==> src/rtl/dp_req_scheduler.sv <==
// Round-robin scheduler sharing one registered shift/ALU datapath among N_REQ requesters.
// Optional per-requester saturating accept counters when DP_SCHED_STATS_EN is defined.
module dp_req_scheduler #(
    parameter int unsigned N_REQ      = 4,
    parameter int unsigned DP_LATENCY = 1,
    localparam int unsigned ID_W      = $clog2(N_REQ)
) (
    input  logic                 clk,
    input  logic                 rst,
    input  logic [N_REQ-1:0]     req_valid,
    output logic [N_REQ-1:0]     req_ready,
    input  logic [8*N_REQ-1:0]   req_main_data,
    input  logic [8*N_REQ-1:0]   req_aux_data,
    input  logic [2*N_REQ-1:0]   req_control,
    output logic [7:0]           dp_main_data,
    output logic [7:0]           dp_aux_data,
    output logic [1:0]           dp_control,
    input  logic [7:0]           dp_final_result,
    input  logic [1:0]           dp_status_flags,
    output logic                 rsp_valid,
    input  logic                 rsp_ready,
    output logic [ID_W-1:0]      rsp_id,
    output logic [7:0]           rsp_result,
    output logic [1:0]           rsp_flags,
    output logic                 busy
`ifdef DP_SCHED_STATS_EN
    ,
    output logic [16*N_REQ-1:0]  grant_count
`endif
);

    localparam int unsigned CNT_W = 4;

    localparam logic [1:0] StIdle = 2'd0;
    localparam logic [1:0] StWait = 2'd1;
    localparam logic [1:0] StResp = 2'd2;

    logic [1:0]       state_q, state_d;
    logic [CNT_W-1:0] cnt_q, cnt_d;
    logic [ID_W-1:0]  last_grant_q, last_grant_d;
    logic [7:0]       dp_main_q, dp_main_d;
    logic [7:0]       dp_aux_q, dp_aux_d;
    logic [1:0]       dp_ctrl_q, dp_ctrl_d;
    logic             rsp_valid_q, rsp_valid_d;
    logic [ID_W-1:0]  rsp_id_q, rsp_id_d;
    logic [7:0]       rsp_result_q, rsp_result_d;
    logic [1:0]       rsp_flags_q, rsp_flags_d;

    logic             grant_found;
    logic [ID_W-1:0]  grant_idx;
    logic [ID_W-1:0]  cand;
    logic             accept;

    // Search starts just past the last winner and wraps, giving round-robin fairness.
    always_comb begin
        grant_found = 1'b0;
        grant_idx   = '0;
        cand        = '0;
        for (int unsigned k = 1; k <= N_REQ; k++) begin
            cand = ID_W'((32'(last_grant_q) + k) % N_REQ);
            if (!grant_found && req_valid[cand]) begin
                grant_found = 1'b1;
                grant_idx   = cand;
            end
        end
    end

    assign accept    = (state_q == StIdle) && grant_found;
    assign req_ready = (accept && !rst) ? (N_REQ'(1) << grant_idx) : '0;

    always_comb begin
        state_d      = state_q;
        cnt_d        = cnt_q;
        last_grant_d = last_grant_q;
        dp_main_d    = dp_main_q;
        dp_aux_d     = dp_aux_q;
        dp_ctrl_d    = dp_ctrl_q;
        rsp_valid_d  = rsp_valid_q;
        rsp_id_d     = rsp_id_q;
        rsp_result_d = rsp_result_q;
        rsp_flags_d  = rsp_flags_q;
        case (state_q)
            StIdle: begin
                if (accept) begin
                    dp_main_d    = req_main_data[grant_idx*8 +: 8];
                    dp_aux_d     = req_aux_data[grant_idx*8 +: 8];
                    dp_ctrl_d    = req_control[grant_idx*2 +: 2];
                    last_grant_d = grant_idx;
                    rsp_id_d     = grant_idx;
                    cnt_d        = CNT_W'(DP_LATENCY);
                    state_d      = StWait;
                end
            end
            StWait: begin
                if (cnt_q != '0) begin
                    cnt_d = cnt_q - 1'b1;
                end else begin
                    rsp_result_d = dp_final_result;
                    rsp_flags_d  = dp_status_flags;
                    rsp_valid_d  = 1'b1;
                    state_d      = StResp;
                end
            end
            StResp: begin
                if (rsp_ready) begin
                    rsp_valid_d = 1'b0;
                    state_d     = StIdle;
                end
            end
            default: state_d = StIdle;
        endcase
    end

    always_ff @(posedge clk) begin
        if (rst) begin
            state_q      <= StIdle;
            cnt_q        <= '0;
            last_grant_q <= ID_W'(N_REQ - 1);
            dp_main_q    <= '0;
            dp_aux_q     <= '0;
            dp_ctrl_q    <= '0;
            rsp_valid_q  <= 1'b0;
            rsp_id_q     <= '0;
            rsp_result_q <= '0;
            rsp_flags_q  <= '0;
        end else begin
            state_q      <= state_d;
            cnt_q        <= cnt_d;
            last_grant_q <= last_grant_d;
            dp_main_q    <= dp_main_d;
            dp_aux_q     <= dp_aux_d;
            dp_ctrl_q    <= dp_ctrl_d;
            rsp_valid_q  <= rsp_valid_d;
            rsp_id_q     <= rsp_id_d;
            rsp_result_q <= rsp_result_d;
            rsp_flags_q  <= rsp_flags_d;
        end
    end

    assign dp_main_data = dp_main_q;
    assign dp_aux_data  = dp_aux_q;
    assign dp_control   = dp_ctrl_q;
    assign rsp_valid    = rsp_valid_q;
    assign rsp_id       = rsp_id_q;
    assign rsp_result   = rsp_result_q;
    assign rsp_flags    = rsp_flags_q;
    assign busy         = (state_q != StIdle);

`ifdef DP_SCHED_STATS_EN
    logic [N_REQ-1:0][15:0] grant_count_q, grant_count_d;

    always_comb begin
        grant_count_d = grant_count_q;
        if (accept && (grant_count_q[grant_idx] != 16'hFFFF)) begin
            grant_count_d[grant_idx] = grant_count_q[grant_idx] + 16'd1;
        end
    end

    always_ff @(posedge clk) begin
        if (rst) begin
            grant_count_q <= '0;
        end else begin
            grant_count_q <= grant_count_d;
        end
    end

    assign grant_count = grant_count_q;
`endif

endmodule

==> config.mk <==
export PLATFORM = sky130hd
export DESIGN_NAME = dp_req_scheduler
export DESIGN_NICKNAME = d
export VERILOG_FILES = /design/src/rtl/dp_req_scheduler.sv
export SDC_FILE = /design/constraint.sdc
export NUM_CORES = 1
export LEC_CHECK = 0
export CORE_UTILIZATION = 41
export CTS_BUF_LIST = sky130_fd_sc_hd__clkbuf_16
export DETAILED_ROUTE_END_ITERATION = 8
export PLACE_DENSITY = 0.87
export SKIP_LAST_GASP = 1
export SYNTH_ARGS = -nofsm -noshare
export SYNTH_HDL_FRONTEND = slang
export SYNTH_SLANG_ARGS = --single-unit
==> constraint.sdc <==
create_clock -name clk -period 2.8 [get_ports clk]
set_clock_uncertainty 0.1 [all_clocks]
set_input_delay 0.28 -clock clk [delete_from_list [all_inputs] [get_ports clk]]
set_output_delay 0.28 -clock clk [all_outputs]
set_load 0.02 [all_outputs]
; ---- Word-level counts from Yosys, hierarchy flattened
; Index checks and enable logic that the tools add are counted.
[totals]
word_cells = 76
output_inout_bits = 36
register_bits = 39
in_bits = 89
[op_classes]
n_reduce_logical = 19
n_shift = 4
addsub = 5
n_lt_le_gt_ge = 4
bitwise_logic = 1
n_eq_ne = 6
muxes = 27
[op_table]
columns = op, count
row1 = 32-bit by 6-bit variable part select with 8-bit output, 2
row2 = 2-bit 2-to-1 mux, 7
row3 = "2-bit by 3-bit less-than comparator with 1-bit output, second input constant", 4
row4 = 4-bit 2-to-1 mux, 3
row5 = 1-bit 2-to-1 mux, 10
row6 = 3-bit AND reduction, 3
row7 = 1-bit binary-select mux with 2-bit select, 4
row8 = "2-bit inequality test, second input constant", 4
row9 = 4-bit one-hot mux with 2 select lines, 1
row10 = 8-bit by 4-bit variable part select with 2-bit output, 1
row11 = 2-bit one-hot mux with 3 select lines, 1
row12 = 2-bit nonzero test, 3
row13 = 1-bit logical AND, 5
row14 = "2-bit by 1-bit adder with 2-bit output, second input constant", 2
row15 = "2-bit adder, second input constant", 2
row16 = 1-bit zero test, 4
row17 = 2-bit AND reduction, 2
row18 = 4-bit nonzero test, 1
row19 = "1-bit by 2-bit left shift with 4-bit output, first input constant", 1
row20 = "4-bit by 1-bit subtractor with 4-bit output, second input constant", 1
row21 = "2-bit by 1-bit equality test with 1-bit output, second input constant", 1
row22 = "2-bit equality test, second input constant", 1
row23 = 2-bit zero test, 1
row24 = 1-bit one-hot mux with 2 select lines, 1
row25 = 1-bit inverter, 1

; ---- Depth between registers and ports, before layout
[logic_depth]
depth_word = 16
depth_mapped = 7

; ---- Least setup slack after synthesis
; OpenSTA, ideal clock, no wires.
[synth_timing]
kind = register to output
startpoint = reg last_grant_q[0]
endpoint = out req_ready[0]
arrival_ps = 1604
setup_slack_ps = 816
n_path_buf = 1
required_ps = 2420
path_stages_with_launch = 7
path_cell_list = dfxtp_1 -> inv_1 -> a221oi_2 -> a31o_2 -> or3b_4 -> buf_6 -> nor2_1
[synth_via]
elab_chain_len = 16
word_cells_on_any_way = 30
[synth_rtl]
columns = element, line_no
row1 = start: declaration, 40  ; logic [ID_W-1:0] last_grant_q, last_grant_d;
row2 = start signal: assignment, 118  ; last_grant_q <= ID_W'(N_REQ - 1);
row3 = start signal: assignment, 129  ; last_grant_q <= last_grant_d;
row4 = 2-bit by 1-bit adder with 2-bit output, 60  ; cand = ID_W'((32'(last_grant_q) + k) % N_REQ);
row5 = 1-bit binary-select mux with 2-bit select, 61  ; if (!grant_found && req_valid[cand]) begin
row6 = 1-bit 2-to-1 mux (not written as such), 61
row7 = 1-bit 2-to-1 mux, 61
row8 = 1-bit zero test, 61
row9 = 1-bit logical AND, 61
row10 = 1-bit 2-to-1 mux, 61
row11 = 1-bit zero test, 61
row12 = 1-bit logical AND, 61
row13 = 1-bit 2-to-1 mux, 61
row14 = 1-bit zero test, 61
row15 = 1-bit logical AND, 61
row16 = 1-bit 2-to-1 mux, 61
row17 = 1-bit logical AND, 68  ; assign accept = (state_q == StIdle) && grant_found;
row18 = 1-bit logical AND, 69  ; assign req_ready = (accept && !rst) ? (N_REQ'(1) << grant_idx) : '0;
row19 = 4-bit 2-to-1 mux (*), 69
row20 = end: declaration, 11  ; output logic [N_REQ-1:0] req_ready,
; Mark *: on every way between the ends. The rest lies on a longest branch, timed or not. The select of a mux whose other input is x is not followed.

; ---- Worst setup path in the final report
[layout_timing]
startpoint = in req_valid[3]
endpoint = out req_ready[3]
[layout_via]
elab_chain_len = 15
word_cells_on_any_way = 26
[layout_rtl]
columns = element, line_no
row1 = start: declaration, 10  ; input logic [N_REQ-1:0] req_valid,
row2 = 1-bit binary-select mux with 2-bit select, 61
row3 = 1-bit 2-to-1 mux (not written as such), 61
row4 = 1-bit 2-to-1 mux, 61
row5 = 1-bit zero test, 61
row6 = 1-bit logical AND, 61
row7 = 1-bit 2-to-1 mux, 61
row8 = 1-bit zero test, 61
row9 = 1-bit logical AND, 61
row10 = 1-bit 2-to-1 mux, 61
row11 = 1-bit zero test, 61
row12 = 1-bit logical AND, 61
row13 = 1-bit 2-to-1 mux, 61
row14 = 1-bit logical AND, 68
row15 = 1-bit logical AND, 69
row16 = 4-bit 2-to-1 mux (*), 69
; Marks and branches as above.

==> out/qor.yml <==
synth_top_area_share: 0.3697
synth.top_cells.by_area: "dfxtp_1, mux2i_1, o221ai_2, nor2_1, nand2_1"
yosys_register_bits: 39
syn2layout_area_growth_pct: 68.60
num-fill-cells: 353
diodes: 0
drtAntennaViolNets: 0
globalRouteTotalUtil: 0.2339
clk_pin_slew_ns: 0.06
numCtsBuffers: 5
netlist_instances: 205
maxSlewHeadroom: 0.7421
rsz0062_at_grt: "no"
coreArea_um2: 4848
yosysTopAreaCell: "dfxtp_1"
whs_ns: 0.3628
fin_crit_sh: 0.9660
power_density_nw_per_um2: 930.3
drv_slew: 0
num_io_pins: 125
cp-end-kind: "output port"
grt_max_degree: 23
leakage_nw: 1.405
cts-root-buf: "clkbuf_16"
cp.arrival_ns: 2.32
worst_pin_slew_ns: 0.3861
critical_path_class: "in2out"
status: "complete, no violations"
die_area_um2: 5442
numClockSinks: 39
cp-start-kind: "primary input"
clock_latency_ns: 0.28
place_congestion: 0.8120
clock.fmax_mhz: 369.7
synth.yosys.seq_area_share: 0.3697
yosys_warnings: 0
synthDistinctLibCells: 37
grt_overflow: 0
max_cap_viol_count: 0
required_ns: 2.42
hold_class: "reg2reg"
fp.dieW_um: 73.77
ctsHtreeMaxLevel: 2
clockBufferDepth: 2
drt_first_pass_iters: 4
avgViaCountPerCell: 5.060
ir_drop_mv: 0.4732
setup_viol: 0
layout.nets: 424
synth_area_per_cell_um2: 10.30
grt_pass1_wl_mm: 9.494
post_cts_buffers: 0
dpl.hpwl_mm: 4.535
die_y_um: 73.77
wl_per_cell_um: 14.86
initial_core_util: 0.4356
antenna_found_initial: 0
cts_tree: "built"
drt_wl_total_mm: 5.975
post-route-min-period_ns: 2.705
ctsResizeCount: 0
finalSetupTns_ns: 0
p_total_mw: 3.313
netlist_area_um2: 2112
vias: 2034
row_count: 25
hold_buffers: 0
hold_viol_final: 0
numPortBuffers: 124
drt_iter0_drc: 109
drive_gt1_frac: 0.1343
drcViolationCount: 0
grt_pass1_vias: 2117
syn_nets: 295
worst-path-max-fanout: 5
registers in the layout (all words and copies together) (netlist names):
signal	cells
rsp_id	2
rsp_valid	1
rsp_result	8
cnt_q	4
dp_aux_data	8
rsp_flags	2
state_q	2
last_grant_q	2
dp_main_data	8
dp_control	2
where the power goes:
part | switching [mW] | total [mW] | internal, mW
Sequential | 0.151 | 0.936 | 0.785
Clock | 0.222 | 0.546 | 0.324
Combinational | 0.911 | 1.83 | 0.920
kinds of logic after synthesis:
logic type | count (synthesis) | synth area share
compound gates | 35 | 0.1908
fa+ha+maj | 1 | 0.005923
xor+xnor | 2 | 0.008295
mux | 47 | 0.2227
buf+inv | 20 | 0.06813
flops | 39 | 0.3697
simple gates | 61 | 0.1345
Yosys cell counts:
master,n
clkbuf_4,1
nor3b_1,2
nand2_1,21
nor2_1,24
xnor2_1,1
a31o_2,1
o31ai_2,1
nor4b_1,1
clkbuf_1,2
o21ai_1,1
o21ai_0,3
dfxtp_1,39
o221ai_2,18
and4bb_2,1
buf_6,2
nor2b_1,3
and2_1,1
a221oi_2,1
or2_1,1
a211oi_2,1
bufbuf_8,2
mux2i_1,47
a211o_2,1
nor3_1,3
nand3b_1,1
a21oi_1,6
and2b_1,1
buf_2,1
inv_2,2
nand2b_1,1
or3b_4,1
inv_1,5
a311oi_2,1
xor2_1,1
ha_1,1
buf_4,5
a221oi_1,1
final timing paths:
kind / from / to / slack, ns / cells past startpoint
setup / recovery: req_valid[3] / req_ready[3] / 0.1 / 6
setup reg to reg: last_grant_q[0] / dp_main_data[0] / 0.70 / 7
hold reg to reg: dp_main_data[2] / dp_main_data[2] / 0.36 / 2
hold / removal: dp_main_data[2] / dp_main_data[2] / 0.36 / 2
cell usage in the layout (no fill, tap or decap), types with 2 or more instances in the layout:
cell,n
clkdlybuf4s50_1,121
nor2_1,24
o221ai_2,18
clkinv_1,2
clkbuf_16,5
dlymetal6s2s_1,3
inv_2,2
nor3b_1,2
nor2b_1,3
inv_1,5
dfxtp_1,39
nand2_1,21
o21ai_0,3
nor3_1,3
buf_4,11
a21oi_1,6
mux2i_1,47
critical path, stage by stage:
cell and delay (ns):
clkdlybuf4s50_1 0.57, nand2_1 0.14, a31o_2 0.28, a211o_2 0.33, nor2_1 0.11, clkdlybuf4s50_1 0.61
final cells by class:
cell class	instances	area, um2	area share
Timing Repair Buffer	135	1331	0.3739
Multi-Input combinational cell	146	1199	0.3366
Inverter	7	26.28	0.007379
Clock inverter	3	15.01	0.004216
Clock buffer	5	125.1	0.03514
Sequential cell	39	780.7	0.2193
Tap cell	67	83.83	0.02354
layer usage:
| metal | track usage | vias up | part of all wire |
|---|---|---|---|
| met5 | 0 | - | 0 |
| li1 | - | 1002 | - |
| met1 | 0.2569 | 944 | 0.39 |
| met2 | 0.4077 | 77 | 0.51 |
| met3 | 0.07956 | 11 | 0.072 |
| met4 | 0.1004 | 0 | 0.023 |
through the flow:
stage / worst slack (ns) / area, um2 / util / instances
after CTS: 0.03061 / 3553 / 0.7329 / 402
after detailed placement: 0.04624 / 3413 / 0.7040 / 394
after floorplan: 0.8161 / 2112 / - / 205
after global routing: 0.02102 / 3561 / 0.7345 / 402
final: 0.09509 / 3561 / 0.7345 / 402
after global placement: 0.06266 / 3413 / 0.7040 / 394
Note: power is estimated with default switching activity, not from simulation.
